File: config.mk
export PLATFORM = sky130hd
export DESIGN_NAME = towers_collision_detector
export DESIGN_NICKNAME = d
export VERILOG_FILES = /design/src/rtl/towers_game_pkg.sv /design/src/rtl/towers_collision_detector_frame_timer.sv /design/src/rtl/towers_collision_detector.sv
export SDC_FILE = /design/constraint.sdc
export NUM_CORES = 1
export LEC_CHECK = 0
export ABC_AREA = 1
export BUFFER_PORTS_ARGS = -buffer_cell sky130_fd_sc_hd__buf_2
export CAP_MARGIN = 0
export CORE_MARGIN = 2
export CORE_UTILIZATION = 35
export DETAILED_ROUTE_END_ITERATION = 12
export HOLD_SLACK_MARGIN = 0.02
export PLACE_DENSITY = 0.71
export SKIP_LAST_GASP = 1
export SLEW_MARGIN = 20
export SYNTH_ARGS = -nofsm -noshare
export SYNTH_HDL_FRONTEND = slang
export SYNTH_SLANG_ARGS = --single-unit
File: constraint.sdc
create_clock -name clk -period 1.6 [get_ports clk]
set_input_delay 0.16 -clock clk [delete_from_list [all_inputs] [get_ports clk]]
set_output_delay 0.16 -clock clk [all_outputs]
set_load 0.02 [all_outputs]
File: src/rtl/towers_game_pkg.sv
// Shared types and constants for the towers game datapath.
// Collision FSM states, screen size and tower geometry defaults.
package towers_game_pkg;

  typedef enum logic [1:0] {
    ARMED,
    GRACE,
    GAME_OVER
  } col_state_t;

  localparam int SCREEN_W = 640;
  localparam int SCREEN_H = 480;

  localparam int OBJECT_WIDTH_X  = 28;
  localparam int OBJECT_HEIGHT_Y = 58;

  // Half-open window test: lo <= v < hi, unsigned.
  function automatic logic in_window(
    input logic [10:0] v,
    input logic [10:0] lo,
    input logic [10:0] hi
  );
    return (v >= lo) && (v < hi);
  endfunction

endpackage

File: src/rtl/towers_collision_detector_frame_timer.sv
// frame_timer: loadable down-counter stepped once per frame.
// Ports: i_clear/i_load/i_tick controls, i_load_val, o_done when count is 0.
module frame_timer #(
  parameter int W = 16
) (
  input  logic         clk,
  input  logic         resetN,
  input  logic         i_clear,
  input  logic         i_load,
  input  logic [W-1:0] i_load_val,
  input  logic         i_tick,
  output logic         o_done
);

  logic [W-1:0] r_cnt;

  always_ff @(posedge clk or negedge resetN) begin
    if (!resetN) begin
      r_cnt <= '0;
    end else if (i_clear) begin
      r_cnt <= '0;
    end else if (i_load) begin
      r_cnt <= i_load_val;
    end else if (i_tick && (r_cnt != '0)) begin
      r_cnt <= r_cnt - 1'b1;
    end
  end

  assign o_done = (r_cnt == '0);

endmodule

File: src/rtl/towers_collision_detector.sv
// Player/tower collision detector with lives, grace window and game-over.
// In: clk, resetN, startOfFrame, pause, restart, pixel, requests, offsets.
// Out: collisionPulse, hitX/hitY, lives, invulnerable, gameOver.
module towers_collision_detector
  import towers_game_pkg::*;
#(
  parameter int INITIAL_LIVES   = 3,
  parameter int GRACE_FRAMES    = 60,
  parameter int HITBOX_MARGIN   = 2,
  parameter int OBJECT_WIDTH_X  = towers_game_pkg::OBJECT_WIDTH_X,
  parameter int OBJECT_HEIGHT_Y = towers_game_pkg::OBJECT_HEIGHT_Y
) (
  input  logic        clk,
  input  logic        resetN,
  input  logic        startOfFrame,
  input  logic        pause,
  input  logic        restart,
  input  logic [10:0] pixelX,
  input  logic [10:0] pixelY,
  input  logic        playerDrawingRequest,
  input  logic        towersDrawingRequest,
  input  logic [10:0] towerOffsetX,
  input  logic [10:0] towerOffsetY,
  output logic        collisionPulse,
  output logic [10:0] hitX,
  output logic [10:0] hitY,
  output logic [2:0]  lives,
  output logic        invulnerable,
  output logic        gameOver
);

  localparam logic [10:0] XLO =
    11'(HITBOX_MARGIN);
  localparam logic [10:0] XHI =
    11'(OBJECT_WIDTH_X - HITBOX_MARGIN);
  localparam logic [10:0] YLO =
    11'(HITBOX_MARGIN);
  localparam logic [10:0] YHI =
    11'(OBJECT_HEIGHT_Y - HITBOX_MARGIN);
  localparam logic [2:0]  LIVES0 =
    3'(INITIAL_LIVES);
  localparam logic [15:0] GRACE_LOAD =
    16'(GRACE_FRAMES - 1);

  col_state_t  r_state;
  col_state_t  w_state_nxt;
  logic [10:0] r_px_d;
  logic [10:0] r_py_d;
  logic [10:0] r_hit_x;
  logic [10:0] r_hit_y;
  logic [2:0]  r_lives;
  logic [2:0]  w_lives_nxt;
  logic        r_frame_hit;
  logic        w_qualify;
  logic        w_eval;
  logic        w_pulse;
  logic        w_load;
  logic        w_tick;
  logic        w_grace_done;
  logic        w_capture;

  // Requests arrive one cycle late; delay the pixel to match.
  always_ff @(posedge clk or negedge resetN) begin
    if (!resetN) begin
      r_px_d <= '0;
      r_py_d <= '0;
    end else begin
      r_px_d <= pixelX;
      r_py_d <= pixelY;
    end
  end

  assign w_qualify = playerDrawingRequest
                   & towersDrawingRequest
                   & in_window(towerOffsetX, XLO, XHI)
                   & in_window(towerOffsetY, YLO, YHI);

  // Frame boundary evaluation; restart overrides it.
  assign w_eval = startOfFrame & ~pause & ~restart;

  always_comb begin
    w_state_nxt = r_state;
    w_lives_nxt = r_lives;
    w_pulse     = 1'b0;
    w_load      = 1'b0;
    w_tick      = 1'b0;
    if (w_eval) begin
      unique case (r_state)
        ARMED: begin
          if (r_frame_hit) begin
            w_pulse     = 1'b1;
            w_lives_nxt = (r_lives != 3'd0) ?
                          3'(r_lives - 3'd1) : 3'd0;
            if (w_lives_nxt == 3'd0) begin
              w_state_nxt = GAME_OVER;
            end else begin
              w_state_nxt = GRACE;
              w_load      = 1'b1;
            end
          end
        end
        GRACE: begin
          if (w_grace_done) begin
            w_state_nxt = ARMED;
          end else begin
            w_tick = 1'b1;
          end
        end
        GAME_OVER: begin
          w_state_nxt = GAME_OVER;
        end
        default: begin
          w_state_nxt = ARMED;
        end
      endcase
    end
  end

  // On a frame boundary the overlap belongs to the new frame,
  // so it only counts if the new frame starts armed.
  always_comb begin
    w_capture = 1'b0;
    if (w_qualify && !pause) begin
      if (w_eval) begin
        w_capture = (w_state_nxt == ARMED);
      end else begin
        w_capture = (r_state == ARMED) && !r_frame_hit;
      end
    end
  end

  always_ff @(posedge clk or negedge resetN) begin
    if (!resetN) begin
      r_state     <= ARMED;
      r_lives     <= LIVES0;
      r_frame_hit <= 1'b0;
      r_hit_x     <= '0;
      r_hit_y     <= '0;
    end else if (restart) begin
      r_state     <= ARMED;
      r_lives     <= LIVES0;
      r_frame_hit <= 1'b0;
      r_hit_x     <= '0;
      r_hit_y     <= '0;
    end else begin
      r_state <= w_state_nxt;
      r_lives <= w_lives_nxt;
      if (w_capture) begin
        r_frame_hit <= 1'b1;
        r_hit_x     <= r_px_d;
        r_hit_y     <= r_py_d;
      end else if (w_eval) begin
        r_frame_hit <= 1'b0;
      end
    end
  end

  frame_timer #(
    .W(16)
  ) u_grace (
    .clk        (clk),
    .resetN     (resetN),
    .i_clear    (restart),
    .i_load     (w_load),
    .i_load_val (GRACE_LOAD),
    .i_tick     (w_tick),
    .o_done     (w_grace_done)
  );

  assign collisionPulse = w_pulse;
  assign hitX           = r_hit_x;
  assign hitY           = r_hit_y;
  assign lives          = r_lives;
  assign invulnerable   = (r_state == GRACE);
  assign gameOver       = (r_state == GAME_OVER);

endmodule

### Word level (Yosys, flattened, before mapping)

Index checks and enable logic that the tools add are counted.

| storage, ports and cells | value |
|---|---|
| register bits after elaboration | 66 |
| latch bits | 0 |
| memory bits (writable) | 0 |
| memory bits (read-only) | 0 |
| input bits | 51 |
| memories kept | 0 |

| cells by class | value |
|---|---|
| add/subtract/negate cells | 2 |
| $mul | 0 |
| div/mod/pow operators | 0 |
| magnitude comparators | 4 |
| equal/unequal tests | 2 |
| shift-type cells | 0 |
| multiplexer cells | 33 |
| bitwise operators | 7 |
| reductions and logical operators | 20 |

Operators by type and width:

| kind | count |
|---|---|
| 2-to-1 mux 16 bit | 3 |
| 2-to-1 mux 11 bit | 4 |
| greater-or-equal comparator 11 x 2 -> 1 bit (second input constant) | 2 |
| zero test 16 bit | 1 |
| nonzero test 16 bit | 1 |
| subtractor 16 x 1 -> 16 bit (second input constant) | 1 |
| 2-to-1 mux 1 bit | 15 |
| 2-to-1 mux 3 bit | 5 |
| < comparator 11 x 5 -> 1 bit (second input constant) | 1 |
| < comparator 11 x 6 -> 1 bit (second input constant) | 1 |
| 2-to-1 mux 2 bit | 5 |
| nonzero test 3 bit | 3 |
| nonzero test 2 bit | 4 |
| one-hot mux 2 bit (3 select lines) | 1 |
| bitwise AND 1 bit | 5 |
| logical AND 1 bit | 5 |
| zero test 2 bit | 2 |
| zero test 3 bit | 1 |
| AND reduction 3 bit | 1 |
| subtractor 3 x 1 -> 3 bit (second input constant) | 1 |
| equality test 2 x 1 -> 1 bit (second input constant) | 1 |
| equality test 2 bit (second input constant) | 1 |
| zero test 1 bit | 2 |
| inverter 1 bit | 2 |

### Longest topological paths before layout

| logic depth | value |
|---|---|
| depth after elaboration | 12 |
| gate-level depth with buffers | 14 |

### Modules after synthesis

From an unflattened synthesis, not the netlist that was laid out.

| second synthesis, totals | value |
|---|---|
| cell total of the unflattened synthesis | 396 |
| area total of the unflattened synthesis | 3190.6 um^2 |

Modules (own cells, without submodules):

| module | times used | cells each | area an instance (um^2) |
|---|---|---|---|
| towers_collision_detector | 1 | 199 | 1963.1 |
| frame_timer | 1 | 197 | 1227.4 |

### Least setup slack after synthesis

No wires, ideal clock.

| timing path | value |
|---|---|
| path kind | reg2reg |
| from | reg u_grace.r_cnt[0] |
| to | reg u_grace.r_cnt[5] |
| library setup time | 128 ps |
| arrival | 1456 ps |
| data required time | 1472 ps |
| setup slack | 16 ps |
| stages on the path, launching flop included | 14 |
| cell sequence | dfrtp_1 > inv_1 > ha_1 > inv_1 > nor2_1 > nand2_1 > nor2_1 > nand2_1 > nand2_1 > buf_4 > inv_2 > buf_4 > nor2_1 > o22ai_1 |

| on the way | value |
|---|---|
| longest elaborated chain between the ends | 6 |
| elaborated cells on any way between the ends | 11 |
| classes of those cells | 1 x add/sub; 6 x mux; 4 x reduce/logical |

Ends and longest elaborated chain:

| element | line | RTL |
|---|---|---|
| start, declared | towers_collision_detector_frame_timer.sv:15 | `logic [W-1:0] r_cnt;` |
| start signal, assigned | towers_collision_detector_frame_timer.sv:23 | `r_cnt <= i_load_val;` |
| start signal, assigned | towers_collision_detector_frame_timer.sv:25 | `r_cnt <= r_cnt - 1'b1;` |
| branches (longest 6 deep; another with subtractor 16 x 1 -> 16 bit) | - |  |

Several ways; the timed one is not identified. The select of a mux whose other input is x is not followed.
A chain may end at the register's enable or synchronous reset.

### Worst setup path in the final report

| timing path | value |
|---|---|
| from | reg u_grace.r_cnt[1] |
| to | reg r_hit_x[5] (netlist: hitX[5]) |

| on the way | value |
|---|---|
| longest elaborated chain between the ends | 8 |

Ends and longest elaborated chain:

| element | line | RTL |
|---|---|---|
| zero test 16 bit | towers_collision_detector_frame_timer.sv:29 | `assign o_done = (r_cnt == '0);` |
| 2-to-1 mux 2 bit | towers_collision_detector.sv:103 | `if (w_grace_done) begin` |
| one-hot mux 2 bit (3 select lines) | towers_collision_detector.sv:88 | `unique case (r_state)` |
| 2-to-1 mux 2 bit | towers_collision_detector.sv:87 | `if (w_eval) begin` |
| zero test 2 bit | towers_collision_detector.sv:125 | `w_capture = (w_state_nxt == ARMED);` |
| 2-to-1 mux 1 bit | towers_collision_detector.sv:124 | `if (w_eval) begin` |
| 2-to-1 mux 1 bit | towers_collision_detector.sv:123 | `if (w_qualify && !pause) begin` |
| nonzero test 2 bit (no source line) | - |  |
| end signal, assigned | towers_collision_detector.sv:150 | `r_hit_x <= r_px_d;` |
| end, declared | towers_collision_detector.sv:49 | `logic [10:0] r_hit_x;` |

Every way passes these cells.

==> results.yml <==
run_status:
  status: "finished, violations left"
  violations: "negative setup slack"
route:
  drt_iter0_drc: 112
  dr_wl_met2_um: 3920
  ant_nets: 0
  wl_met1_um: 3530
  dr.pass1.iters: 4
  wire_per_inst_um: 13.6
  vias: 2816
  drcViolationCount: 0
  wl_um: 7940
  wl_met3_um: 377
  route.top_layer_used: "met4"
  drt-vias-per-instance: 4.84
global_routing:
  grt_max_degree: 50
  grt_antenna_before_repair: 0
  grtUsageTotal: 0.165
  grt_overflow: 0
  grt_pass1_vias: 2804
  grt_pass1_wl_um: 12700
power:
  fin_total_pwr_mw: 3.42
  p_per_area_nw_per_um2: 754
  max-vdd-ir-drop_mv: 0.495
  leakagePower_nw: 2.39
timing:
  hold_violations: 0
  setup_viol: 26
  max_slew_margin: 0.596
  finalWorstSetupSlack_ps: -79.3
  fmax_mhz: 595
  period_minus_slack_ps: 1680
  fin_hold_ws_ps: 76.7
  worst_pin_slew_ps: 606
  skew_ps: 10.8
  post-route-period-util: 1.05
  grt_setup_unrepaired: "yes"
  slew_viol_final: 0
logic_synthesis:
  syn_area_um2: 3090
  synth.largest_area_cell: "dfrtp_1"
  synth_flop_cell: "dfrtp_1"
  synth.distinct_cells: 34
  yosys.area.top_type_share: 0.519
  synth.area.top_cells: "dfrtp_1, nand2_1, nand3_2, nor2_1, nand4_1"
  yosysWarnings: 0
  postSynthCellCount: 336
  synth_fp_nets: 389
  yosys.cell_count.top_type: "nand2_1"
  synth_seq_cells: 66
  async_reset_ff_frac: 1.00
  seq_area_frac_synth: 0.536
  synth-edff-count: 0
  synth_area_per_cell_um2: 9.19
  synthTopCellsByCount: "nand2_1, dfrtp_1, nor2_1, inv_1, nand4_1"
floorplan:
  floorplan.initialDensity: 0.357
  dieArea_um2: 9590
  coreArea_um2: 8640
  die_h_um: 97.9
  ios: 79
  chipWidth_um: 97.9
  rows: 34
critical_path:
  path_max_fanout: 5
  critPathLaunchType: "flip-flop"
  worstSetupPathType: "flip-flop to flip-flop"
  cp.arrival_ps: 1960
  cp-end-kind: "flip-flop"
  critPathRequiredTime_ps: 1880
min_path:
  hp-class: "input port to flip-flop"
placement:
  dp_hpwl_um: 4900
  io_buffer_count: 76
  globalplace.congestion: 0.848
cts:
  cts.clk_slew.worst_paths_ps: 80
  insertion_delay_ps: 340
  numCtsBuffers: 9
  clock_path_buffers: 2
  clock-sinks: 66
  cts_root_buf: "clkbuf_8"
  cts_tree: "yes"
  cts_max_level: 3
finish:
  syn_to_final_growth_pct: 46.9
  fin_util: 0.525
  final_nets: 522
  drive_gt1_frac: 0.418
  n_antenna_cell: 0
run:
  cap_violations: 0
## per-stage QoR
step	cell area, um2	worst slack, ps	cells	setup TNS [ps]
floorplan	3090	16.0	336	0
global placement	3700	-117	530	-2350
detailed placement	3700	-196	530	-4110
CTS	4280	-66.3	575	-1180
global route	4530	-234	582	-6180
finish	4530	-79.3	582	-1260
## sequential cells by signal, summed over array words and instances (netlist names)
register / flops
r_frame_hit: 1
u_grace.r_cnt: 16
r_py_d: 11
hitX: 11
r_px_d: 11
r_state: 2
lives: 3
hitY: 11
## area by class of cell
cell class              instances  area [um2]
repair buffers                134         991
clock buffers                   9         124
multi-input cells             222        1410
fillers                       774        4100
inverters                      36         148
clock inverters                 7        77.6
flip-flops and latches         66        1650
well taps                     108         135
## cells in the final DEF (no fill, tap or decap), types with 4 or more instances in the layout
cell	count
buf_4	25
inv_1	26
buf_2	75
nand3_1	16
nor2_1	36
buf_12	5
nand4_1	23
nor2_4	6
nand3_2	22
dfrtp_1	64
nand2_4	4
dlygate4sd3_1	23
nand2_2	4
inv_2	7
nand2_1	63
o21ai_2	4
o21ai_1	7
buf_6	4
clkbuf_8	9
## power by group
part | total [mW] | switching, mW | leakage, nW | internal [mW]
combinational | 0.281 | 0.150 | 1.42 | 0.131
sequential | 1.71 | 0.0115 | 0.863 | 1.70
clock | 1.43 | 0.692 | 0.105 | 0.735
## repair_timing
item / in CTS / in global routing
gates cloned: 3 / 1
hold endpoints to repair: 38 / 0
hold buffers: 23 / 0
gates resized for setup: 11 / 52
pin swaps: 15 / 22
buffers inserted: 3 / 6
endpoints found under the setup margin: 35 / 41
## cell families after synthesis
kind of cell	synth area share
AOI/OAI and AO/OA	0.0511
DFF	0.536
buffers and inverters	0.0778
adders and majority gates	0.00811
and+or+nand+nor	0.313
xor gates and xnor gates	0.0142
## critical path: stages (launching register included)
cell and delay, ps:
dfrtp_1 380, inv_2 80, ha_4 130, inv_2 30, nor2_1 70, nand2_1 50, nor2_1 90, nand2_1 60
nand2_2 80, nand3_2 80, nand2_4 110, buf_12 140, clkbuf_16 140, nand4_1 70, nand2_1 100
## routing by layer
layer / vias up / global-route usage
li1: 1372 / -
met1: 1345 / 0.213
met2: 90 / 0.270
met3: 9 / 0.0358
met4: 0 / 0.0652
met5: - / 0
## path summary, 6_finish.rpt
kind                                  start        end  slack (ps)  cells past startpoint
hold reg to reg                   r_px_d[4]    hitX[4]         490                      2
max in group asynchronous            resetN  r_py_d[4]         700                      3
hold / removal                      restart   lives[2]          80                      2
setup reg to reg           u_grace.r_cnt[1]    hitX[5]         -80                     14
setup / recovery           u_grace.r_cnt[1]    hitX[5]         -80                     14
min in group asynchronous            resetN   lives[2]         290                      2
Note: power is estimated with default switching activity, not from simulation.
